<file path="src/rtl/clock_set_ctrl.sv">
`default_nettype none
// ============================================================================
//  Module   : clock_set_ctrl
//  Purpose  : Mode and time-keeping controller for a 4-digit HH:MM display.
//             Sequences RUN / SET_HOUR / SET_MIN from debounced button
//             pulses. Owns the BCD hour/minute/second registers. Produces
//             the per-digit blink mask and the colon enable for the display
//             multiplexer.
//  Ports    : clk        - system clock
//             rst        - asynchronous active-high reset
//             sec_tick   - one-cycle pulse, once per second
//             btn_mode   - one-cycle pulse, advances mode
//             btn_up     - one-cycle pulse, increments the selected field
//             btn_down   - one-cycle pulse, decrements the selected field
//             hour_bcd   - hours,   BCD 00..23
//             min_bcd    - minutes, BCD 00..59
//             sec_bcd    - seconds, BCD 00..59
//             mode       - 00 RUN, 01 SET_HOUR, 10 SET_MIN
//             blink_mask - 1 blanks a digit (bit3 hour tens .. bit0 min units)
//             colon      - colon / decimal point enable
//  Revision : 1.0 - initial release
// ============================================================================
module clock_set_ctrl #(
    parameter int BLINK_DIV    = 25000000,
    parameter int IDLE_TIMEOUT = 10
) (
    input  logic       clk,
    input  logic       rst,
    input  logic       sec_tick,
    input  logic       btn_mode,
    input  logic       btn_up,
    input  logic       btn_down,
    output logic [7:0] hour_bcd,
    output logic [7:0] min_bcd,
    output logic [7:0] sec_bcd,
    output logic [1:0] mode,
    output logic [3:0] blink_mask,
    output logic       colon
);

    localparam logic [31:0] c_BLINK_LAST = 32'(BLINK_DIV - 1);
    localparam logic [7:0]  c_IDLE_LIMIT = 8'(IDLE_TIMEOUT);
    localparam logic [7:0]  c_HOUR_MAX   = 8'h23;
    localparam logic [7:0]  c_MIN_MAX    = 8'h59;
    localparam logic [7:0]  c_SEC_MAX    = 8'h59;

    typedef enum logic [1:0] {
        ST_RUN      = 2'b00,
        ST_SET_HOUR = 2'b01,
        ST_SET_MIN  = 2'b10
    } state_t;

    // ------------------------------------------------------------------------
    // Registered state
    // ------------------------------------------------------------------------
    state_t      r_state;
    logic [7:0]  r_hour;
    logic [7:0]  r_min;
    logic [7:0]  r_sec;
    logic [31:0] r_blink_cnt;
    logic        r_phase;
    logic [7:0]  r_idle_cnt;
    logic [3:0]  r_blink_mask;
    logic        r_colon;

    // ------------------------------------------------------------------------
    // Next-state values
    // ------------------------------------------------------------------------
    state_t      w_state_next;
    logic [7:0]  w_hour_next;
    logic [7:0]  w_min_next;
    logic [7:0]  w_sec_next;
    logic [31:0] w_blink_next;
    logic        w_phase_next;
    logic [7:0]  w_idle_next;
    logic [3:0]  w_mask_next;
    logic        w_colon_next;

    // A single up or down pulse is an edit; both together cancel out.
    logic w_adj_up;
    logic w_adj_dn;
    logic w_field_btn;

    assign w_adj_up    = btn_up & ~btn_down;
    assign w_adj_dn    = btn_down & ~btn_up;
    assign w_field_btn = btn_up | btn_down;

    // ------------------------------------------------------------------------
    // Per-digit BCD increment / decrement with wrap at the field limit.
    // Inputs are always legal BCD, so the units digit never exceeds 9.
    // ------------------------------------------------------------------------
    function automatic logic [7:0] bcd_inc(input logic [7:0] v, input logic [7:0] max_v);
        logic [7:0] res;
        if (v == max_v) begin
            res = 8'h00;
        end else if (v[3:0] == 4'd9) begin
            res = {v[7:4] + 4'd1, 4'd0};
        end else begin
            res = {v[7:4], v[3:0] + 4'd1};
        end
        return res;
    endfunction

    function automatic logic [7:0] bcd_dec(input logic [7:0] v, input logic [7:0] max_v);
        logic [7:0] res;
        if (v == 8'h00) begin
            res = max_v;
        end else if (v[3:0] == 4'd0) begin
            res = {v[7:4] - 4'd1, 4'd9};
        end else begin
            res = {v[7:4], v[3:0] - 4'd1};
        end
        return res;
    endfunction

    // ------------------------------------------------------------------------
    // State register
    // ------------------------------------------------------------------------
    always_ff @(posedge clk or posedge rst) begin
        if (rst) begin
            r_state      <= ST_RUN;
            r_hour       <= 8'h00;
            r_min        <= 8'h00;
            r_sec        <= 8'h00;
            r_blink_cnt  <= 32'd0;
            r_phase      <= 1'b0;
            r_idle_cnt   <= 8'd0;
            r_blink_mask <= 4'b0000;
            r_colon      <= 1'b1;
        end else begin
            r_state      <= w_state_next;
            r_hour       <= w_hour_next;
            r_min        <= w_min_next;
            r_sec        <= w_sec_next;
            r_blink_cnt  <= w_blink_next;
            r_phase      <= w_phase_next;
            r_idle_cnt   <= w_idle_next;
            r_blink_mask <= w_mask_next;
            r_colon      <= w_colon_next;
        end
    end

    // ------------------------------------------------------------------------
    // Next-state and output decode
    // ------------------------------------------------------------------------
    always_comb begin
        w_state_next = r_state;
        w_hour_next  = r_hour;
        w_min_next   = r_min;
        w_sec_next   = r_sec;
        w_blink_next = r_blink_cnt;
        w_phase_next = r_phase;
        w_idle_next  = r_idle_cnt;
        w_mask_next  = 4'b0000;
        w_colon_next = 1'b1;

        case (r_state)
            ST_RUN: begin
                // Blink and idle bookkeeping rest at zero outside SET states,
                // so entering a SET state always starts with digits visible.
                w_blink_next = 32'd0;
                w_phase_next = 1'b0;
                w_idle_next  = 8'd0;
                if (btn_mode) begin
                    w_state_next = ST_SET_HOUR;
                end else if (sec_tick) begin
                    // Full seconds->minutes->hours ripple in one cycle.
                    w_sec_next = bcd_inc(r_sec, c_SEC_MAX);
                    if (r_sec == c_SEC_MAX) begin
                        w_min_next = bcd_inc(r_min, c_MIN_MAX);
                        if (r_min == c_MIN_MAX) begin
                            w_hour_next = bcd_inc(r_hour, c_HOUR_MAX);
                        end
                    end
                end
            end

            ST_SET_HOUR, ST_SET_MIN: begin
                // Free-running blink timebase; overridden below by buttons.
                if (r_blink_cnt == c_BLINK_LAST) begin
                    w_blink_next = 32'd0;
                    w_phase_next = ~r_phase;
                end else begin
                    w_blink_next = r_blink_cnt + 32'd1;
                end

                if (btn_mode) begin
                    // Mode wins over any concurrent up/down pulse.
                    w_idle_next  = 8'd0;
                    w_blink_next = 32'd0;
                    w_phase_next = 1'b0;
                    if (r_state == ST_SET_HOUR) begin
                        w_state_next = ST_SET_MIN;
                    end else begin
                        w_state_next = ST_RUN;
                        w_sec_next   = 8'h00;
                    end
                end else if (w_field_btn) begin
                    // Any button activity defers the timeout, even a
                    // cancelled up+down pair. A button also beats a
                    // coincident sec_tick, so no timeout can fire here.
                    w_idle_next = 8'd0;
                    if (w_adj_up || w_adj_dn) begin
                        w_blink_next = 32'd0;
                        w_phase_next = 1'b0;
                        if (r_state == ST_SET_HOUR) begin
                            w_hour_next = w_adj_up ? bcd_inc(r_hour, c_HOUR_MAX)
                                                   : bcd_dec(r_hour, c_HOUR_MAX);
                        end else begin
                            w_min_next  = w_adj_up ? bcd_inc(r_min, c_MIN_MAX)
                                                   : bcd_dec(r_min, c_MIN_MAX);
                        end
                    end
                end else if (sec_tick) begin
                    // Time stays frozen; the tick only feeds the idle timer.
                    if (r_idle_cnt + 8'd1 == c_IDLE_LIMIT) begin
                        w_state_next = ST_RUN;
                        w_sec_next   = 8'h00;
                        w_idle_next  = 8'd0;
                    end else begin
                        w_idle_next = r_idle_cnt + 8'd1;
                    end
                end
            end

            default: begin
                w_state_next = ST_RUN;
            end
        endcase

        // Mask and colon are derived from next-state values so the registered
        // outputs line up with the registered mode/phase/seconds.
        if (w_phase_next && (w_state_next == ST_SET_HOUR)) begin
            w_mask_next = 4'b1100;
        end else if (w_phase_next && (w_state_next == ST_SET_MIN)) begin
            w_mask_next = 4'b0011;
        end

        if (w_state_next == ST_RUN) begin
            w_colon_next = ~w_sec_next[0];
        end
    end

    assign hour_bcd   = r_hour;
    assign min_bcd    = r_min;
    assign sec_bcd    = r_sec;
    assign mode       = r_state;
    assign blink_mask = r_blink_mask;
    assign colon      = r_colon;

endmodule
`default_nettype wire

</file>
<file path="config.mk">
export PLATFORM = sky130hd
export DESIGN_NAME = clock_set_ctrl
export DESIGN_NICKNAME = d
export VERILOG_FILES = /design/src/rtl/clock_set_ctrl.sv
export SDC_FILE = /design/constraint.sdc
export NUM_CORES = 1
export LEC_CHECK = 0
export ABC_AREA = 1
export BUFFER_PORTS_ARGS = -buffer_cell sky130_fd_sc_hd__buf_2
export CAP_MARGIN = 20
export CORE_UTILIZATION = 50
export CTS_BUF_LIST = sky130_fd_sc_hd__clkbuf_4 sky130_fd_sc_hd__clkbuf_8
export DETAILED_ROUTE_END_ITERATION = 12
export PLACE_DENSITY = 0.76
export REMOVE_ABC_BUFFERS = 1
export SYNTH_ARGS = -nofsm -noshare
export SYNTH_HDL_FRONTEND = slang
export SYNTH_SLANG_ARGS = --single-unit
</file>
<file path="constraint.sdc">
create_clock -name clk -period 4.94 [get_ports clk]
set_input_delay 0 -clock clk [delete_from_list [all_inputs] [get_ports clk]]
set_output_delay 0 -clock clk [all_outputs]
set_load 0.1 [all_outputs]
</file>
==> results.ini, run 1 <==
[power]
vdd_drop_max_mv=0.562
p_leak_nw=2.42
cellPowerDensity_nw_per_um2=547

[layout]
syn_to_final_growth_pct=10.1
num-fill-cells=837
nNetsFinal=734
diodes=0
drive_gt1_frac=0.126
final_cells=833

[yosys]
avgSynthCellArea_um2=7.39
yosysSeqAreaShare=0.360
synth_mux_area_frac=0.00205
synth_area_leader_cell=dfrtp_1
synthTopCellsByArea=dfrtp_1 35%, nand2_1 9.3%, ha_1 7.4%, nor2_1 7.4%, inv_1 6.5%
syn_area_um2=4880
synth_fa_ha_area_frac=0.0744
ys_types=43
synth-xor-area-share=0.0557
yosysWarnings=0
synth_compound_area_frac=0.105
synth_top_cell_area_share=0.354
synth.ff_latch_count=70
syn_inst=660
synth_top_family_by_area=simple AND/OR/NAND/NOR gates
synth-simple-area-share=0.321

[global_route]
grt_pass1_vias=4254
antenna_found_initial=0
overflow=0
grtUsageTotal=0.235
grt_first_pass_wirelength_um=19000
grt_max_degree=71

[critical_path]
cp-start-kind=flip-flop
cp-end-kind=flip-flop
arrival_ns=3.27
crit_type=reg2reg
cp.required_ns=5.19
critical_path.max_fanout=27

[clocking]
htreeDepth=3
cts_made_buffers=9
insertion_delay_ns=0.35
tritoncts=yes
post_cts_resized=0
clk_path_buf_depth=2
clkSlewWorstSetupHoldPaths_ns=0.08
clockRootBuffer=clkbuf_8
clock_sinks=70
cts_setup_buffers=0

[timing]
setup_viol=0
slew_violations=0
clock.fmax_mhz=331
hold_viol_final=0
worst_pin_slew_ns=0.879
finalCritPeriodShare=0.612
setup_tns_ns=0
fin_crit_ns=3.02
slew_headroom=0.414
rsz0062_at_grt=no
clock_skew_ns=0.00809

[status]
status=finished clean

[routing]
met1_length_um=5150
wire_per_inst_um=13.0
drc=0
vias=4409
first_pass_iters=5
routed_wl_um=10800
viasPerCell=5.29
postRouteAntennaNets=0
top_layer_used=met4
first_iter_violations=244
wl_met3_um=494
wl_met2_um=4970

[job]
cap_violations=0

[die]
die_x_um=101
start_util=0.523
core_region_area_um2=9330
dieHeight_um=101
die_area_um2=10200
io_pins=37
num_rows=35

[place]
gp_congestion=0.939
dpl.hpwl_um=7910
dp.cells=816
numPortBuffers=36

[worst_hold_path]
hold_class=in2reg

worst paths after layout:
kind | start | endpoint | slack, ns | cells after the start
hold reg to reg | r_blink_cnt[21] | r_blink_cnt[21] | 0.53 | 1
setup reg to reg | mode[0] | r_blink_cnt[2] | 1.92 | 5
min in group asynchronous | rst | hour_bcd[6] | 0.46 | 4
setup / recovery | mode[0] | r_blink_cnt[2] | 1.92 | 5
max in group asynchronous | rst | blink_mask[2] | 3.92 | 4
hold / removal | btn_mode | sec_bcd[7] | 0.1 | 4
cells in the final DEF, fill, tap and decap left out, drive strengths merged:
master       count
nand4           22
nand2          128
o32ai            1
o21ai           51
nor2           108
or2              1
clkinvlp         1
dlygate4sd3      1
xor2            24
and3             2
xnor2            7
nor3            18
mux2i            1
a31oi            2
a32o             2
ha              29
nand3           46
dfrtp           69
nor4             9
inv             89
clkbuf          13
o22ai           11
a21o             1
buf             37
nand3b           2
clkinv           4
a21oi           22
a22o             1
o221ai           1
dfstp            1
routing by layer:
layer / global-route usage / vias up
met5: 0 / -
met4: 0.0970 / 0
met3: 0.0368 / 19
met2: 0.377 / 122
met1: 0.316 / 2028
li1: - / 2240
Yosys cell counts, drive strengths merged:
master / number
nand2: 128
nor2: 108
inv: 89
dfrtp: 69
o21ai: 51
nand3: 46
ha: 29
xor2: 24
a21oi: 22
nand4: 22
nor3: 18
o22ai: 11
buf: 9
nor4: 9
xnor2: 7
a31oi: 2
a32o: 2
and3: 2
clkinv: 2
nand3b: 2
a21o: 1
a22o: 1
clkbuf: 1
dfstp: 1
mux2i: 1
o221ai: 1
o32ai: 1
or2: 1
power by group:
| group | switching (W) | internal, W | leakage [nW] | total (W) |
|---|---|---|---|---|
| registers | 0.000130 | 0.000664 | 0.938 | 0.000795 |
| clock network | 0.000215 | 0.000228 | 0.0988 | 0.000443 |
| logic | 0.00131 | 0.000386 | 1.39 | 0.00170 |
timing repair:
item	in CTS	in global routing
setup endpoints to repair	0	0
hold buffers	1	0
hold endpoints to repair	69	0
cell type report:
class | count | area, um^2 | share of cell area
clock inverters | 3 | 17.5 | 0.00326
well taps | 129 | 161 | 0.0301
clock buffers | 13 | 173 | 0.0322
flip-flops and latches | 70 | 1750 | 0.327
repair buffers | 38 | 198 | 0.0368
inverters | 91 | 343 | 0.0639
multi-input cells | 489 | 2720 | 0.507
flip-flops by register name, indices dropped and copies added, names as in the netlist:
signal and count:
mode 2, r_idle_cnt 8, r_blink_cnt 32, sec_bcd 8
min_bcd 8, blink_mask 2, colon 1, hour_bcd 8
r_phase 1
cells by family after synthesis:
group / after synthesis
DFF: 70
and+or+nand+nor: 336
AOI/OAI and AO/OA: 92
xor gates and xnor gates: 31
buffers and inverters: 101
adders and majority gates: 29
muxes: 1
critical path, stage by stage (launching register included):
cell and delay (ns):
dfrtp_1 0.46, ha_1 0.63, clkinv_1 0.84, nand2_2 0.39, inv_1 0.36, nor3_1 0.24
stage by stage:
stage	util	power, W	hold slack (ns)	cell area [um^2]	setup WS [ns]
2_1_floorplan	-	0.00218	0.197	4820	2.07
3_3_place_gp	0.554	0.00245	0.320	5170	2.07
3_5_place_dp	0.554	0.00249	0.333	5170	1.99
4_1_cts	0.575	0.00295	0.0758	5370	1.95
5_1_grt	0.575	0.00313	0.108	5370	1.64
6_report	0.575	0.00293	0.0951	5370	1.92
Note: power is estimated with default switching activity, not from simulation.
==> inputs of run 2 (changes only) <==
Settings changed: PLACE_DENSITY 0.76 to 0.79.
Clock period 4.94 ns to 2.67 ns, I/O delays scaled along.
==> run 2 against run 1 <==
Core utilization up 0.43 points. Clock skew up 0.0047 ns. Global-route usage down 0.38 points. Via count up 1.0%. Clock power up 97%. Power up 87%. Non-clock buffer count up 3. Maximum frequency up 23%. Worst hold slack worse by 0.027 ns.
==> results.ini, run 2 (synthesis results as in run 1) <==
[timing]
fin_ws_ns=0.203
setup_viol=0
rsz0062_at_grt=yes
finalCritPeriodShare=0.924
hold_viol_final=0
slew_violations=0
clock.fmax_mhz=405
clock_skew_ns=0.0128
slew_headroom=0.520
fin_crit_ns=2.47
fin_hold_ws_ns=0.0679
worst_pin_slew_ns=0.716

[place]
dpl.hpwl_um=8090
numPortBuffers=36
dp.cells=819
pre_cts_ws_ns=0.184
gp_congestion=0.917

[worst_hold_path]
hold_class=in2reg

[power]
p_comb_frac=0.572
power_frac_clock=0.159
vdd_drop_max_mv=1.16
switching_power_w=0.00306
power.internal_w=0.00244
swShare=0.557
cellPowerDensity_nw_per_um2=1020
p_leak_nw=2.45
power_w=0.00550
power_frac_seq=0.269

[die]
core_region_area_um2=9330
num_rows=35
die_area_um2=10200
dieHeight_um=101
io_pins=37
start_util=0.523
die_x_um=101

[layout]
layout_commonest_cell=nand2_1
final_cells=836
largest_reg_flops=32
syn_to_final_growth_pct=10.9
diodes=0
drive_gt1_frac=0.130
regMostFlops=r_blink_cnt
nNetsFinal=737
final_cell_mix=121 x nand2_1, 96 x nor2_1, 84 x inv_1

[global_route]
grtUsageTotal=0.231
gr-max-usage-layer=met2
gr-usage-met2=0.378
antenna_found_initial=0
grt_pass1_vias=4248
grt_first_pass_wirelength_um=18800
overflow=0
met1_usage=0.310
use_met3=0.0361
grt_max_degree=27

[clocking]
insertion_delay_ns=0.35
cts_setup_buffers=0
clock_sinks=70
clkSlewWorstSetupHoldPaths_ns=0.08
htreeDepth=3
clockRootBuffer=clkbuf_8
tritoncts=yes
clk_path_buf_depth=2
cts_made_buffers=9
post_cts_resized=0

[status]
status=finished clean

[routing]
viasPerCell=5.33
first_iter_violations=307
drc=0
vias=4454
routed_wl_um=10700
wire_per_inst_um=12.8
first_pass_iters=5
postRouteAntennaNets=0

[critical_path]
crit_type=reg2reg
cp.required_ns=2.92
arrival_ns=2.72
cp-end-kind=flip-flop
cp-start-kind=flip-flop
critical_path.max_fanout=22

[job]
cap_violations=0

-- run 2: cell count changes in the layout (fill, tap and decap cells not counted) --
cell / previous run / this run
clkbuf_8: 12 / 14
buf_4: 1 / 4
clkbuf_4: 1 / 2
clkinv_2: 3 / 1
clkinvlp_4: 1 / 0
-- run 2: power by group through the flow --
stage / clock (W) / combinational, W / sequential [W]
final: 0.000871 / 0.00315 / 0.00148
after global routing: 0.000933 / 0.00342 / 0.00151
after CTS: 0.000888 / 0.00314 / 0.00147
after detailed placement: 0 / 0.00312 / 0.00149
after global placement: 0 / 0.00307 / 0.00148
after floorplan: 0 / 0.00147 / 0.00256
-- run 2: critical path, stage by stage, from the launching register on --
cell and delay [ns]:
dfrtp_1 0.45, inv_1 0.11, ha_1 0.35, inv_1 0.13, nor2_2 0.19, inv_1 0.10
a21oi_1 0.23, nand2_1 0.10, nand2_2 0.13, inv_1 0.33, nor3_1 0.25
-- run 2: per-stage QoR --
stage           util  setup TNS (ns)  area (um^2)
3_3_place_gp   0.556               0         5190
6_report       0.580               0         5410
3_5_place_dp   0.556               0         5190
5_1_grt        0.580         -0.0634         5410
4_1_cts        0.580               0         5410
2_1_floorplan      -           -3.94         4820
-- run 2: layout make-up --
cell class	count	area (um^2)
clock buffer	16	208
fill	837	3920
inverter	91	343
multi-input combinational	489	2720
sequential	70	1750
tap	129	161
timing repair buffer	41	220
-- run 2: timing repair --
item,CTS,global route
endpoints found under the hold margin,24,0
hold buffers,1,0
setup endpoints to repair,0,1
-- run 2: path summary, 6_finish.rpt --
check                                     start         endpoint  slack (ns)  cells after the start
worst max-delay path                    mode[0]   r_blink_cnt[2]        0.20                     10
worst min-delay path                   btn_mode       sec_bcd[7]        0.07                      4
worst max register to register          mode[0]   r_blink_cnt[2]        0.20                     10
worst min register to register  r_blink_cnt[21]  r_blink_cnt[21]        0.51                      1
max in group asynchronous                   rst            colon        1.66                      4
min in group asynchronous                   rst      hour_bcd[6]        0.24                      3
-- run 2: routing by layer --
metal  wire (um)  up-vias
li1            -     2238
met1        5080     2063
met2        5030      133
met3         448       20
met4         145        0
met5           0        -
